===== config.mk =====
export PLATFORM = sky130hd
export DESIGN_NAME = inst_fetch
export DESIGN_NICKNAME = d
export VERILOG_FILES = /design/src/rtl/inst_fetch.sv
export SDC_FILE = /design/constraint.sdc
export NUM_CORES = 1
export LEC_CHECK = 0
export BUFFER_PORTS_ARGS = -buffer_cell sky130_fd_sc_hd__clkbuf_2
export CORE_MARGIN = 4
export CORE_UTILIZATION = 50
export CTS_CLUSTER_DIAMETER = 150
export DETAILED_ROUTE_END_ITERATION = 10
export PLACE_DENSITY = 0.7
export SYNTH_ARGS = -nofsm -noshare
export SYNTH_HDL_FRONTEND = slang
export SYNTH_SLANG_ARGS = --single-unit

===== constraint.sdc =====
create_clock -name clk -period 2.7 [get_ports clk]
set_input_delay 0.54 -clock clk [delete_from_list [all_inputs] [get_ports clk]]
set_output_delay 0.54 -clock clk [all_outputs]
set_load 0.005 [all_outputs]

===== src/rtl/inst_fetch.sv =====
// Instruction fetch unit: issues one instruction-memory request at a time from the PC index
// and buffers returned words with their addresses in a DEPTH-entry FIFO for decode.
module inst_fetch #(
    parameter int SIZE  = 32,
    parameter int DEPTH = 4
) (
    input  logic            clk,
    input  logic            rst,
    input  logic [SIZE-1:0] pc_in,
    output logic            pc_advance,
    input  logic            flush,
    output logic            imem_req,
    output logic [SIZE-1:0] imem_addr,
    input  logic            imem_ack,
    input  logic [31:0]     imem_data,
    output logic            inst_valid,
    output logic [31:0]     inst_out,
    output logic [SIZE-1:0] inst_pc,
    input  logic            inst_ready
);

    localparam int PW = $clog2(DEPTH);
    localparam int CW = PW + 1;
    localparam logic [CW-1:0] FULL = CW'(DEPTH);

    typedef enum logic [1:0] {
        IDLE,
        REQ,
        DROP
    } state_t;

    typedef struct packed {
        logic [31:0]     data;
        logic [SIZE-1:0] pc;
    } entry_t;

    state_t          state, state_nxt;
    logic            req_nxt;
    logic            issue;
    logic            push;
    logic            pop;
    logic [PW-1:0]   head, tail;
    logic [CW-1:0]   count;
    entry_t          mem [DEPTH];

    // NOTE: every signal written here gets a default first, so no path can infer a latch.
    always_comb begin
        state_nxt  = state;
        req_nxt    = imem_req;
        issue      = 1'b0;
        pc_advance = 1'b0;
        case (state)
            IDLE: begin
                // Issuing only below FULL reserves the slot the ack will need.
                if (count < FULL && !flush) begin
                    state_nxt = REQ;
                    req_nxt   = 1'b1;
                    issue     = 1'b1;
                end
            end
            REQ: begin
                if (imem_ack) begin
                    state_nxt  = IDLE;
                    req_nxt    = 1'b0;
                    pc_advance = !flush;
                end else if (flush) begin
                    state_nxt = DROP;
                end
            end
            DROP: begin
                if (imem_ack) begin
                    state_nxt = IDLE;
                    req_nxt   = 1'b0;
                end
            end
            default: begin
                state_nxt = IDLE;
                req_nxt   = 1'b0;
            end
        endcase
    end

    assign push = pc_advance;
    assign pop  = inst_valid && inst_ready && !flush;

    // NOTE: sequential state uses non-blocking assignments so every register sees pre-edge values.
    always_ff @(posedge clk or negedge rst) begin
        if (!rst) begin
            state     <= IDLE;
            imem_req  <= 1'b0;
            imem_addr <= '0;
        end else begin
            state    <= state_nxt;
            imem_req <= req_nxt;
            if (issue) begin
                imem_addr <= pc_in;
            end
        end
    end

    always_ff @(posedge clk or negedge rst) begin
        if (!rst) begin
            head  <= '0;
            tail  <= '0;
            count <= '0;
        end else if (flush) begin
            head  <= '0;
            tail  <= '0;
            count <= '0;
        end else begin
            if (push) begin
                tail <= tail + PW'(1);
            end
            if (pop) begin
                head <= head + PW'(1);
            end
            case ({push, pop})
                2'b10:   count <= count + CW'(1);
                2'b01:   count <= count - CW'(1);
                default: ;
            endcase
        end
    end

    // NOTE: storage is reset so the head outputs read zero out of reset rather than X.
    always_ff @(posedge clk or negedge rst) begin
        if (!rst) begin
            for (int i = 0; i < DEPTH; i++) begin
                mem[i] <= '0;
            end
        end else if (push) begin
            mem[tail] <= '{data: imem_data, pc: imem_addr};
        end
    end

    assign inst_valid = (count != '0);
    assign inst_out   = mem[head].data;
    assign inst_pc    = mem[head].pc;

endmodule


==> reports/metrics.cfg <==
[power]
powerDensity_nw_per_um2 = 1090
leakage_nw = 8.07
ir_drop_mv = 0.609

[clock_tree]
clkSinkCount = 298
cts_root_buf = clkbuf_16
clock_latency_ps = 500
htree_levels = 2
cts_buffers = 34
clockBufferDepth = 3
clk_pin_slew_worst_paths_ps = 60
cts_tree = built

[critical_path]
rrSetupSlack_ps = 510
ff2ff_path_depth = 8
reg2reg_from = state[1]
r2r-end = count[2]
critPathKind = reg -> out
crit_slowest_cell = mux4_2
arrival_ps = 1960
worstSetupEndpointType = output pin
crit_chain = buf_12 > mux4_2 > clkbuf_2
cpPeakStageDelay_ps = 560
cp_data_required_time_ps = 2160
crit_fanout = 20
startpoint_type = flop

[grt]
grt_pass1_vias = 7925
grt_start_max_net_pins = 68
grt_usage_pct = 18.2
antenna_found_initial = 0
grt_pass1_wl_mm = 44.6
grt-ovfl-total = 0

[finish]
final_cell_mix = 296 x dfrtp_1, 180 x mux2_4, 166 x clkbuf_2, 109 x mux2_2, 64 x mux4_2
n_fill_cell = 2054
area_growth_pct = 17.0
stdcell_area_sq_um = 16100
final_cells = 1305
drive_gt1_share_pct = 63.4
diodes = 0
finalCoreUtilization_pct = 59.7
final_common_cell = dfrtp_1
fin_nets = 1019

[synthesis]
seq_area_frac_synth_pct = 54.1
synth_cell_type_count = 35
synthCells = 751
avgSynthCellArea_sq_um = 18.4
syn_nets = 828
ys_ff_latch = 298
netlist_area_sq_um = 13800
yosys_warnings = 0

[drt]
highest_layer = met4
ant_nets = 0
m1WireLength_mm = 12.8
wire_per_inst_um = 20.8
routed-via-count = 7149
drt_pass1_iterations = 4
routed_wl_mm = 27.2
drc = 0
wl_met2_mm = 12.9
drt_iter0_drc = 340
via_per_inst = 5.48
wl_met3_mm = 1.10

[timing]
hold_viol_final = 0
min_period_ps = 2500
fin_skew_ps = 17.0
fin_crit_sh_pct = 92.5
tns_ps = 0
hold_ws_ps = 5.71
finalMaxSlewViolations = 0
worstMarginPinSlew_ps = 566
rsz0062_at_grt = false
max_freq_mhz = 400
setup_violations = 0
relSlewSlack_pct = 62.3

[floorplan]
io_pins = 168
rows = 60
die-width_um = 174
die_y_um = 174
die_area_sq_um = 30300
start_util_pct = 51.0
core-area_sq_um = 27000

[run_status]
status = completed

[placement]
io_buffers = 167
routabilityCongestion = 0.752
placed_area_sq_um = 15000
placed_cells = 1245
dp_hpwl_mm = 17.0

[run]
max-cap-violations = 0

[worst_hold_path]
hold_class = in -> async

layer usage:
layer / track usage (%) / vias to the layer above
met5: 0 / -
met4: 4.59 / 0
met3: 3.09 / 28
met2: 28.7 / 146
met1: 26.7 / 3797
li1: - / 3178
per-stage QoR:
step | setup slack, ps | total power [mW]
after floorplan | 652 | 10.9
after global placement | 445 | 12.9
after detailed placement | 403 | 13.1
after CTS | 117 | 17.8
after global routing | 106 | 18.5
final | 201 | 17.5
state kept, by name, indices dropped and copies added (netlist names):
| signal | flops |
|---|---|
| count | 3 |
| head | 2 |
| imem_addr | 32 |
| imem_req | 1 |
| mem | 256 |
| state | 2 |
| tail | 2 |
worst max-delay path by stage:
stage          slack, ps     start      endpoint  cells past startpoint
3_5_place_dp         400  imem_ack      count[2]                      7
2_1_floorplan        650  count[2]      count[2]                      7
6_report             200   head[0]  inst_out[12]                      3
5_1_grt              110   head[0]   inst_out[1]                      3
4_1_cts              120   head[0]  inst_out[12]                      3
3_3_place_gp         440  imem_ack      count[2]                      7
cell usage after synthesis (all sizes together):
cell	n	area (sq um)
nand3	2	15.0
nand2	4	63.8
o21ai	4	20.0
a2111oi	1	10.0
nor2b	2	15.0
clkbuf	2	7.51
o22a	1	8.76
nand3b	1	7.51
nor2	8	30.0
or2b	1	7.51
a22oi	1	7.51
nor3b	1	12.5
dfrtp	298	7460
o31ai	1	7.51
ha	7	87.6
nor3	4	20.0
xnor2	4	35.0
mux4	64	1440
mux2i	2	20.0
inv	4	15.0
xor2	2	17.5
buf	43	503
or3	1	6.26
and2	2	15.0
mux2	289	3930
fa	1	20.0
and3	1	6.26
worst max-delay path, delay by kind of cell (launching register included):
family                 cells  cell delay, ps
multiplexers               1             560
buffers and inverters      2             380
flip-flops                 1             520
where the power goes:
| group | total (mW) | internal (mW) | switching, mW |
|---|---|---|---|
| logic | 5.73 | 3.72 | 2.01 |
| clock network | 4.57 | 2.80 | 1.76 |
| registers | 7.23 | 6.06 | 1.17 |
| total | 17.5 | 12.6 | 4.95 |
area by class of cell:
class	count	area (sq um)	share of cell area [%]
Sequential cell	298	7460	46.3
Tap cell	341	427	2.64
Clock buffer	54	1070	6.63
Multi-Input combinational cell	404	5820	36.1
Timing Repair Buffer	200	1290	8.02
Inverter	4	15.0	0.0931
Clock inverter	4	48.8	0.302
logic make-up (layout without fill, tap and decap cells):
kind of cell / count (synthesis) / count (layout) / share of synthesized area, %
flops: 298 / 298 / 54.1
mux: 355 / 355 / 39.1
fa+ha+maj: 8 / 8 / 0.780
buf+inv: 49 / 262 / 3.81
compound gates: 8 / 8 / 0.390
xor+xnor: 6 / 6 / 0.381
simple gates: 27 / 27 / 1.44
what timing repair did:
item	in CTS	in global routing
gates resized for setup	0	0
endpoints found under the setup margin	16	0
hold buffers	0	0
buffers inserted	2	0
(Power assumes the default switching activity.)
